**config.mk**
```make
export PLATFORM = sky130hd
export DESIGN_NAME = stopwatch_timer_core
export DESIGN_NICKNAME = d
export VERILOG_FILES = /design/src/rtl/stopwatch_pkg.sv /design/src/rtl/stopwatch_timer_core_lap_fifo.sv /design/src/rtl/stopwatch_timer_core.sv
export SDC_FILE = /design/constraint.sdc
export NUM_CORES = 1
export LEC_CHECK = 0
export ABC_AREA = 1
export CORE_MARGIN = 10
export CORE_UTILIZATION = 54
export CTS_CLUSTER_DIAMETER = 80
export CTS_CLUSTER_SIZE = 24
export DETAILED_ROUTE_END_ITERATION = 16
export HOLD_SLACK_MARGIN = 0.03
export PLACE_DENSITY = 0.86
export SLEW_MARGIN = 20
export SYNTH_ARGS = -nofsm -noshare
export SYNTH_HDL_FRONTEND = slang
export SYNTH_SLANG_ARGS = --single-unit
```
**constraint.sdc**
```tcl
create_clock -name clk -period 2.3 [get_ports clk]
set_clock_uncertainty 0.05 [all_clocks]
set_input_delay 0.46 -clock clk [delete_from_list [all_inputs] [get_ports clk]]
set_output_delay 0.46 -clock clk [all_outputs]
set_load 0.03 [all_outputs]
```
**src/rtl/stopwatch_pkg.sv**
```systemverilog
`default_nettype none
// +----------------------------------------------------------------------------
// | stopwatch_pkg: shared types, constants and BCD helpers for the stopwatch core
// | Revision: 1.0
// +----------------------------------------------------------------------------
package stopwatch_pkg;

  typedef enum logic [1:0] {
    ST_IDLE    = 2'd0,
    ST_RUN     = 2'd1,
    ST_PAUSE   = 2'd2,
    ST_EXPIRED = 2'd3
  } sw_state_t;

  typedef logic [3:0] bcd_digit_t;

  typedef struct packed {
    bcd_digit_t tens;
    bcd_digit_t units;
  } bcd_pair_t;

  typedef struct packed {
    bcd_pair_t hh;
    bcd_pair_t mm;
    bcd_pair_t ss;
    bcd_pair_t cc;
  } sw_time_t;

  localparam int unsigned c_max_sexagesimal = 59;
  localparam int unsigned c_max_digit       = 9;

  function automatic bcd_pair_t to_bcd_pair(input int unsigned n);
    bcd_pair_t p;
    p.tens  = bcd_digit_t'((n / 10) % 10);
    p.units = bcd_digit_t'(n % 10);
    return p;
  endfunction

  // Two-digit BCD increment, wrapping max_v -> 00.
  function automatic bcd_pair_t bcd_inc(input bcd_pair_t v, input bcd_pair_t max_v);
    bcd_pair_t r;
    r = v;
    if (v == max_v) begin
      r = '0;
    end else if (v.units == bcd_digit_t'(c_max_digit)) begin
      r.tens  = v.tens + 4'd1;
      r.units = '0;
    end else begin
      r.units = v.units + 4'd1;
    end
    return r;
  endfunction

  // Two-digit BCD decrement, wrapping 00 -> max_v.
  function automatic bcd_pair_t bcd_dec(input bcd_pair_t v, input bcd_pair_t max_v);
    bcd_pair_t r;
    r = v;
    if (v == '0) begin
      r = max_v;
    end else if (v.units == '0) begin
      r.tens  = v.tens - 4'd1;
      r.units = bcd_digit_t'(c_max_digit);
    end else begin
      r.units = v.units - 4'd1;
    end
    return r;
  endfunction

  // One tick of the time-of-run value with ripple carry (up) or borrow (down).
  function automatic sw_time_t time_step(input sw_time_t t, input logic down,
                                         input bcd_pair_t cc_max, input bcd_pair_t hh_max);
    sw_time_t  r;
    bcd_pair_t m59;
    logic      c;
    m59  = to_bcd_pair(c_max_sexagesimal);
    r    = t;
    r.cc = down ? bcd_dec(t.cc, cc_max) : bcd_inc(t.cc, cc_max);
    c    = down ? (t.cc == '0) : (t.cc == cc_max);
    if (c) begin
      r.ss = down ? bcd_dec(t.ss, m59) : bcd_inc(t.ss, m59);
      c    = down ? (t.ss == '0) : (t.ss == m59);
    end
    if (c) begin
      r.mm = down ? bcd_dec(t.mm, m59) : bcd_inc(t.mm, m59);
      c    = down ? (t.mm == '0) : (t.mm == m59);
    end
    if (c) begin
      r.hh = down ? bcd_dec(t.hh, hh_max) : bcd_inc(t.hh, hh_max);
    end
    return r;
  endfunction

endpackage
`default_nettype wire

```
**src/rtl/stopwatch_timer_core_lap_fifo.sv**
```systemverilog
`default_nettype none
// +----------------------------------------------------------------------------
// | lap_fifo: show-ahead synchronous FIFO for lap captures
// | Revision: 1.0
// +----------------------------------------------------------------------------
module lap_fifo
  import stopwatch_pkg::*;
#(
  parameter int unsigned DEPTH = 4,
  parameter int unsigned WIDTH = 32
) (
  input  logic             clk,
  input  logic             rst,
  input  logic             flush,
  input  logic             push,
  input  logic             pop,
  input  logic [WIDTH-1:0] push_data,
  output logic [WIDTH-1:0] head,
  output logic             valid,
  output logic             full,
  output logic             push_drop
);

  localparam int unsigned c_aw = $clog2(DEPTH);

  logic [c_aw:0]      wr_ptr_q, wr_ptr_d;
  logic [c_aw:0]      rd_ptr_q, rd_ptr_d;
  logic [WIDTH-1:0]   mem_q [DEPTH];
  logic [WIDTH-1:0]   mem_d [DEPTH];
  logic               empty;
  logic               wr_en;
  logic               rd_en;

  always_comb begin
    empty     = (wr_ptr_q == rd_ptr_q);
    full      = (wr_ptr_q[c_aw-1:0] == rd_ptr_q[c_aw-1:0]) && (wr_ptr_q[c_aw] != rd_ptr_q[c_aw]);
    rd_en     = pop && !empty;
    // A pop in the same cycle frees the slot the push lands in.
    wr_en     = push && (!full || pop);
    push_drop = push && full && !pop && !flush;
    mem_d     = mem_q;
    wr_ptr_d  = wr_ptr_q;
    rd_ptr_d  = rd_ptr_q;
    if (flush) begin
      wr_ptr_d = '0;
      rd_ptr_d = '0;
    end else begin
      if (wr_en) begin
        mem_d[wr_ptr_q[c_aw-1:0]] = push_data;
        wr_ptr_d                  = wr_ptr_q + 1'b1;
      end
      if (rd_en) begin
        rd_ptr_d = rd_ptr_q + 1'b1;
      end
    end
    valid = !empty;
    head  = empty ? '0 : mem_q[rd_ptr_q[c_aw-1:0]];
  end

  always_ff @(posedge clk or negedge rst) begin
    if (!rst) begin
      wr_ptr_q <= '0;
      rd_ptr_q <= '0;
      mem_q    <= '{default: '0};
    end else begin
      wr_ptr_q <= wr_ptr_d;
      rd_ptr_q <= rd_ptr_d;
      mem_q    <= mem_d;
    end
  end

endmodule
`default_nettype wire

```
**src/rtl/stopwatch_timer_core.sv**
```systemverilog
`default_nettype none
// +----------------------------------------------------------------------------
// | stopwatch_timer_core: BCD stopwatch / countdown timer with lap capture FIFO
// | Revision: 1.0
// +----------------------------------------------------------------------------
module stopwatch_timer_core
  import stopwatch_pkg::*;
#(
  parameter int unsigned CLK_HZ    = 100_000_000,
  parameter int unsigned TICK_HZ   = 100,
  parameter int unsigned HOUR_MAX  = 23,
  parameter int unsigned LAP_DEPTH = 4
) (
  input  logic        clk,
  input  logic        rst,
  input  logic        start,
  input  logic        stop,
  input  logic        clear,
  input  logic        lap,
  input  logic        lap_rd,
  input  logic        set_min,
  input  logic        set_hour,
  input  logic        countdown,
  output logic [31:0] time_bcd,
  output logic        running,
  output logic        expired,
  output logic        done,
  output logic [31:0] lap_bcd,
  output logic        lap_valid,
  output logic        lap_full,
  output logic        lap_ovf
);

  localparam int unsigned           c_div      = CLK_HZ / TICK_HZ;
  localparam int unsigned           c_div_w    = (c_div > 1) ? $clog2(c_div) : 1;
  localparam logic [c_div_w-1:0]    c_div_last = c_div_w'(c_div - 1);
  localparam bcd_pair_t             c_cc_max   = to_bcd_pair(TICK_HZ - 1);
  localparam bcd_pair_t             c_hh_max   = to_bcd_pair(HOUR_MAX);
  localparam bcd_pair_t             c_mm_max   = to_bcd_pair(c_max_sexagesimal);

  sw_state_t            state_q, state_d;
  sw_time_t             time_q, time_d;
  logic [c_div_w-1:0]   div_q, div_d;
  logic                 mode_q, mode_d;
  logic                 done_q, done_d;
  logic                 lap_ovf_q, lap_ovf_d;

  logic                 tick;
  logic                 mode_change;
  logic                 time_is_zero;
  sw_time_t             time_stepped;
  logic                 lap_push;
  logic                 lap_drop;

  always_comb begin
    tick         = (state_q == ST_RUN) && (div_q == c_div_last);
    mode_change  = (countdown != mode_q);
    time_is_zero = (time_q == '0);
    time_stepped = time_step(time_q, mode_q, c_cc_max, c_hh_max);

    state_d = state_q;
    time_d  = time_q;
    mode_d  = mode_q;
    done_d  = 1'b0;
    div_d   = '0;

    if (clear) begin
      state_d = ST_IDLE;
      time_d  = '0;
    end else begin
      unique case (state_q)
        ST_RUN: begin
          if (stop) begin
            state_d = ST_PAUSE;
          end else if (tick) begin
            if (mode_q && (time_stepped == '0)) begin
              state_d = ST_EXPIRED;
              time_d  = '0;
              done_d  = 1'b1;
            end else begin
              time_d = time_stepped;
            end
          end else begin
            div_d = div_q + 1'b1;
          end
        end
        ST_EXPIRED: begin
          // stop outranks start even though stop itself does nothing here
          if (!stop && start) begin
            state_d = ST_IDLE;
            time_d  = '0;
          end
        end
        ST_IDLE, ST_PAUSE: begin
          if (mode_change) begin
            mode_d  = countdown;
            time_d  = '0;
            state_d = ST_IDLE;
          end else if (stop) begin
            state_d = state_q;
          end else if (start) begin
            if (!(mode_q && time_is_zero)) begin
              state_d = ST_RUN;
            end
          end else begin
            if (set_min) begin
              time_d.mm = bcd_inc(time_q.mm, c_mm_max);
            end
            if (set_hour) begin
              time_d.hh = bcd_inc(time_q.hh, c_hh_max);
            end
          end
        end
      endcase
    end

    lap_push  = lap && (state_q == ST_RUN) && !clear;
    lap_ovf_d = clear ? 1'b0 : (lap_ovf_q | (lap_push && lap_drop));
  end

  always_ff @(posedge clk or negedge rst) begin
    if (!rst) begin
      state_q   <= ST_IDLE;
      time_q    <= '0;
      div_q     <= '0;
      mode_q    <= 1'b0;
      done_q    <= 1'b0;
      lap_ovf_q <= 1'b0;
    end else begin
      state_q   <= state_d;
      time_q    <= time_d;
      div_q     <= div_d;
      mode_q    <= mode_d;
      done_q    <= done_d;
      lap_ovf_q <= lap_ovf_d;
    end
  end

  lap_fifo #(
    .DEPTH (LAP_DEPTH),
    .WIDTH (32)
  ) u_lap_fifo (
    .clk       (clk),
    .rst       (rst),
    .flush     (clear),
    .push      (lap_push),
    .pop       (lap_rd),
    .push_data (time_q),
    .head      (lap_bcd),
    .valid     (lap_valid),
    .full      (lap_full),
    .push_drop (lap_drop)
  );

  assign time_bcd = time_q;
  assign running  = (state_q == ST_RUN);
  assign expired  = (state_q == ST_EXPIRED);
  assign done     = done_q;
  assign lap_ovf  = lap_ovf_q;

endmodule
`default_nettype wire
```
* Word level (Yosys, flattened, before mapping)
Cells that the tools add are included.
W data, S select, Z words.
** Cells by class
- Divide/modulo/power cells :: 0
- Multiplexer cells :: 79
- Equal/unequal tests :: 28
- Bitwise logic cells :: 4
- Add/sub/neg operators :: 19
- $mul :: 0
- Shift-type cells :: 0
- Magnitude comparators :: 3
- Reductions and logical operators :: 40
** Operator list (number)
- $mux W32 :: 9
- $mux W8 :: 17
- $bwmux W128 :: 1
- $pmux W32 S3 :: 1
- $mux W20 :: 4
- $bmux W32 S2 :: 1
- $demux W32 S2 :: 1
- $logic_not A32 Y1 :: 2
- $mux W16 :: 4
- $mux W4 :: 16
- $add A4 B1 Y4 const B :: 8
- $logic_not A8 Y1 :: 4
- $sub A4 B1 Y4 const B :: 8
- $ne A4 B4 Y1 const B :: 6
- $add A20 B1 Y20 const B :: 1
- $eq A20 B20 Y1 const B :: 1
- $mux W2 :: 9
- $reduce_and A6 Y1 :: 3
- $eq A4 B4 Y1 const B :: 4
- $eq A8 B7 Y1 const B :: 2
- $logic_not A4 Y1 :: 4
- $logic_and A1 B1 Y1 :: 14
- $mux W3 :: 4
- $mux W1 :: 11
- other kinds (25) :: 38
** Storage, ports and cells
- Bits in writable memories :: 0
- Word-level logic and storage cells :: 192
- Memories kept :: 0
- Register bits :: 191
- Latch bits :: 0
- Memory bits (read-only) :: 0

* Longest topological paths before layout
- Depth after elaboration :: 12
- Gate-level depth with buffers :: 21

* By module
A second synthesis with hierarchy kept.
** Unflattened totals
- Cells, all modules :: 1666
- Area total of the unflattened synthesis :: 12004.0 um^2
** By module, submodules not included
- lap_fifo :: cells an instance 876, instances 1, area each 6839.1 um^2, sequential area each 3353.2 um^2
- stopwatch_timer_core :: cells an instance 790, instances 1, area each 5165.0 um^2, sequential area each 1426.4 um^2

* Worst setup path before layout
Ideal clock, no wire load.
- Kind :: register to register
- From :: register time_q, in the netlist time_bcd[8]
- To :: register state_q[1]
- Setup slack :: -0.279 ns
- Setup time :: 0.117 ns
- Required time :: 2.133 ns
- Stages on the path, launching flop included :: 22
- Period minus slack after synthesis :: 2.579 ns
- Arrival time :: 2.412 ns
- Cell sequence :: dfrtp_1 > inv_1 > ha_1 > buf_2 > nand2_2 > nor2_4 > nand2_2 > nand2_1 > nand2_1 > nor2_8 > nand2_4 > nand2_1 > nand2_1 > inv_2 > nor2_1 > nand2_1 > nor2_1 > nand2_1 > nand2_2 > nand2_2 > nand2_1 > nand2_1
** Between the ends
- Word-level cells in the longest chain between the ends :: 9
- Elaborated cells on any way between the ends :: 26
- Those cells by class :: 2 x add/sub; 4 x eq/ne; 13 x mux; 7 x reduce/logical
** Ends and longest elaborated chain
- start, declared :: line stopwatch_timer_core.sv:42 : sw_time_t time_q, time_d;
- start signal, assigned :: line stopwatch_timer_core.sv:131 : time_q <= time_d;
- $add A4 B1 Y4, or another cell as far along :: line stopwatch_pkg.sv:49 : r.units = v.units + 4'd1;
- $mux W4, or another cell as far along :: line stopwatch_pkg.sv:45 : end else if (v.units == bcd_digit_t'(c_max_digit)) begin
- $mux W8, or another cell as far along :: line stopwatch_pkg.sv:43 : if (v == max_v) begin
- $mux W8 / $mux W1 (equally long branches) :: line stopwatch_pkg.sv:80, stopwatch_pkg.sv:83
- $mux W8, on equally long branches :: line stopwatch_pkg.sv:79, stopwatch_pkg.sv:87
- $logic_not A32 Y1 :: line stopwatch_timer_core.sv:76 : if (mode_q && (time_stepped == '0)) begin
- $logic_and A1 B1 Y1 :: line stopwatch_timer_core.sv:76
- $ne A4 B3 Y1 (no source line)
- $reduce_and A6 Y1 (no source line) *
- end signal, assigned :: line stopwatch_timer_core.sv:130 : state_q <= state_d;
- end, declared :: line stopwatch_timer_core.sv:41 : sw_state_t state_q, state_d;
Every way passes the cells marked *; elsewhere a longest branch is shown, timed or not.
A chain may end at the register's enable or synchronous reset.

* Worst setup path in the final report
- From :: register u_lap_fifo.rd_ptr_q[0]
- To :: output lap_bcd[24]
** Between the ends
- Word-level cells in the longest chain between the ends :: 5
- Elaborated cells on any way between the ends :: 6
- Those cells by class :: 1 x eq/ne; 4 x mux; 1 x bitwise
** Ends and longest elaborated chain
- start, declared :: line stopwatch_timer_core_lap_fifo.sv:27 : logic [c_aw:0] rd_ptr_q, rd_ptr_d;
- start signal, assigned :: line stopwatch_timer_core_lap_fifo.sv:67 : rd_ptr_q <= rd_ptr_d;
- $not A2 Y3 (implied by the code) :: line stopwatch_timer_core_lap_fifo.sv:57 : head = empty ? '0 : mem_q[rd_ptr_q[c_aw-1:0]];
- $bmux W32 S2 :: line stopwatch_timer_core_lap_fifo.sv:57
- $mux W32 (implied by the code) (2 in series) :: line stopwatch_timer_core_lap_fifo.sv:57
- $mux W32 * :: line stopwatch_timer_core_lap_fifo.sv:57
- end, declared :: line stopwatch_timer_core.sv:28 : output logic [31:0] lap_bcd,
Every way passes the cells marked *; elsewhere a longest branch is shown, timed or not. The select of a mux whose other input is x is not followed.

==> impl_metrics.ini <==
[status]
status = finished, violations left
failed_checks = negative setup slack

[timing]
max-slew-margin-rel_pct = 58.0
layout_setup_ws_ps = -276
period_needed_ps = 2580
setup_violations = 37
fin_crit_sh_pct = 112
worst_pin_slew_ps = 630
final-max-slew-violation-count = 0
finalHoldViolCount = 0
rsz0062_at_grt = yes
max_freq_mhz = 388
timing.hold.ws_ps = 422
tns_ps = -7680

[logic_synthesis]
yosysSeqAreaShare_pct = 41.2
synth-xor-area-share_pct = 1.74
yosys_warnings = 0
synth_nets = 1637
synth_top_flop_cell = dfrtp_1
synth_cell_types = 49
synth_top_family_by_area = simple AND/OR/NAND/NOR gates
syn_area_mm2 = 0.0116
synth_fa_ha_area_share_pct = 3.45
synth_edf_count = 0
synthSimpleGateAreaFrac_pct = 25.7
async_reset_ff_share_pct = 100
muxShareOfSynthArea_pct = 0
syn_area_per_cell_um2 = 7.28
synth_compound_area_share_pct = 18.3
synthCells = 1595
synth-seq-cells = 191

[power]
p_sw_mw = 10.9
cellLeakagePower_nw = 7.60
combPwrFrac_pct = 64.9
switching_share_pct = 48.2
max-vdd-ir-drop_mv = 0.828
pwr-share-seq_pct = 21.8
power.density_mw_per_mm2 = 1450
p_clk_share_pct = 13.3
cell_internal_pwr_mw = 11.7

[grt]
grt_pass1_vias = 12000
antenna_found_initial = 0
grt_usage_pct = 25.7
grt_pass1_wl_um = 60000
grt_overflow = 0
grt_max_degree = 70

[clock_tree]
clockBufferDepth = 2
cts_sinks = 191
cts.reportedPaths.clkPinSlew_ps = 80
numCtsBuffers = 17
cts_tree = built
clk_latency_ps = 450
clockRootBuffer = clkbuf_16
htree_levels = 4

[floorplan]
die_x_um = 167
dieArea_mm2 = 0.0278
fp.coreArea_mm2 = 0.0211
start_util_pct = 55.0
io_pins = 80
rows = 53
die_height_um = 167

[final_layout]
multiInputGateArea_mm2 = 0.00613
antennaDiodeCount = 0
num-nets-final = 1874
syn2layout_area_growth_pct = 33.7
fillers = 1417
drive_gt1_share_pct = 24.1
regArea_mm2 = 0.00480
fin_cells = 2120

[critical_path]
critical_path.top_delay_family = buffers and inverters
max_stage_delay_ps = 510
ff2ff_setup_slack_ps = -120
cp_max_fo = 16
worstSetupPathType = flop to output port
cp_slowest_cell = dfrtp_4
cp.arrival_ps = 2070
critPathCaptureType = output port
start_kind = flop
required_ps = 1790
cp-startpoint = u_lap_fifo.rd_ptr_q[0]
critPathBufInv = 4
timing.rr.start = time_bcd[4]
worstPathCellList = buf_12 -> xnor2_4 -> nand3_4 -> clkbuf_16 -> nand2_1 -> inv_1 -> buf_6

[worst_hold_path]
hp-start = div_q[0]
hold_class = flop to flop

[drt]
vias_per_cell = 6.03
drc = 0
wl_met2_um = 19200
postRouteAntennaNets = 0
drt_wl_total_um = 41300
wl_met3_um = 4920
dr_total_vias = 12800
wl_met1_um = 15100
highest_layer = met4
drtPass1Iterations = 8
wl_per_cell_um = 19.5
drt_iter0_markers = 1864

[flow_run]
maxCapViolCount = 0

[placed_design]
dp_hpwl_um = 25900
portBuffers = 79
finalWeightedCongestion = 0.981
placedCellCount = 2060
dp_worst_setup_slack_ps = -148
## layer usage
layer | vias to the layer above | GRT usage [%]
met3 | 208 | 5.74
met2 | 992 | 41.5
met1 | 5928 | 32.5
met5 | - | 0
li1 | 5653 | -
met4 | 0 | 11.0
## final cells by class
class                      count  share of cell area [%]
clock buffer                  18                    2.83
clock inverter                14                   0.927
inverter                     199                    5.01
multi-input combinational   1128                    39.5
sequential                   191                    30.9
tap                          275                    2.22
timing repair buffer         295                    18.6
## path summary, 6_finish.rpt
kind	cells past startpoint	to
worst min register to register	1	div_q[0]
worst max-delay path	7	lap_bcd[24]
worst min-delay path	1	div_q[0]
min in group asynchronous	2	time_bcd[0]
worst max register to register	19	state_q[1]
max in group asynchronous	3	u_lap_fifo.mem_q[123]
## power groups by stage
stage / Clock, mW / Sequential, mW / Combinational (mW)
detailed placement: 0 / 4.88 / 12.1
global placement: 0 / 4.82 / 11.8
floorplan: 0 / 5.14 / 6.91
CTS: 2.98 / 4.84 / 12.9
global route: 3.15 / 4.97 / 15.6
finish: 3.01 / 4.91 / 14.6
## cells in the mapped netlist (all sizes together) (2+ instances only)
master	n	area [um^2]
nand2	446	1770
o21ai	228	1150
inv	192	726
dfrtp	191	4780
nor2	113	490
nand3	89	480
a21oi	84	435
clkbuf	45	169
o21a	35	263
buf	33	194
ha	32	400
nand4	21	131
o22ai	15	93.8
xor2	13	114
nor3	10	50.1
xnor2	10	87.6
clkinv	7	28.8
o41ai	6	52.6
o211ai	5	37.5
a211oi	3	22.5
nand3b	3	22.5
o32ai	3	26.3
nor3b	2	15.0
or2	2	12.5
## registers in the layout (all words and copies together) (netlist names)
| signal | flops |
|---|---|
| div_q | 20 |
| done | 1 |
| lap_ovf | 1 |
| mode_q | 1 |
| state_q | 2 |
| time_bcd | 32 |
| u_lap_fifo.mem_q | 128 |
| u_lap_fifo.rd_ptr_q | 3 |
| u_lap_fifo.wr_ptr_q | 3 |
## placed cells by master, fill, tap and decap left out, types with 7 or more instances in the layout
cell / n
dfrtp_1: 175
o21ai_0: 207
nand4_1: 21
a21oi_1: 76
xnor2_1: 7
o21ai_1: 14
xor2_1: 13
inv_1: 159
ha_1: 25
clkdlybuf4s50_1: 38
nand2_2: 25
o22ai_1: 15
buf_6: 38
buf_12: 20
nor3_1: 8
nand3_1: 82
nor2_2: 15
nand2_4: 17
nand2_1: 402
nor2_1: 88
clkbuf_16: 26
inv_2: 29
o21a_1: 35
buf_4: 182
inv_8: 7
nor2_4: 8
dfrtp_2: 15
## stage by stage
| stage | util, % | area [um^2] | total power [mW] |
|---|---|---|---|
| 4_1_cts | 70.7 | 14900 | 20.7 |
| 3_5_place_dp | 66.3 | 14000 | 17.0 |
| 3_3_place_gp | 66.3 | 14000 | 16.7 |
| 6_report | 73.6 | 15500 | 22.6 |
| 5_1_grt | 73.6 | 15500 | 23.7 |
| 2_1_floorplan | - | 11700 | 12.1 |
## timing repair
action	in CTS	in global routing
gates cloned	1	9
resized for setup	68	113
setup buffers	11	6
endpoints found under the setup margin	43	84
hold endpoints to repair	64	0
hold buffers	1	0
pin swaps	10	18
## logic make-up (layout without fill, tap and decap cells)
family / count (synthesis) / after routing
AO/OA/AOI/OAI: 384 / 384
XOR/XNOR: 23 / 23
adder cells (fa/ha/maj): 32 / 32
buffers and inverters: 277 / 526
flip-flops: 191 / 191
AND/OR/NAND/NOR: 688 / 689
Power figures use the tool's default switching activity.
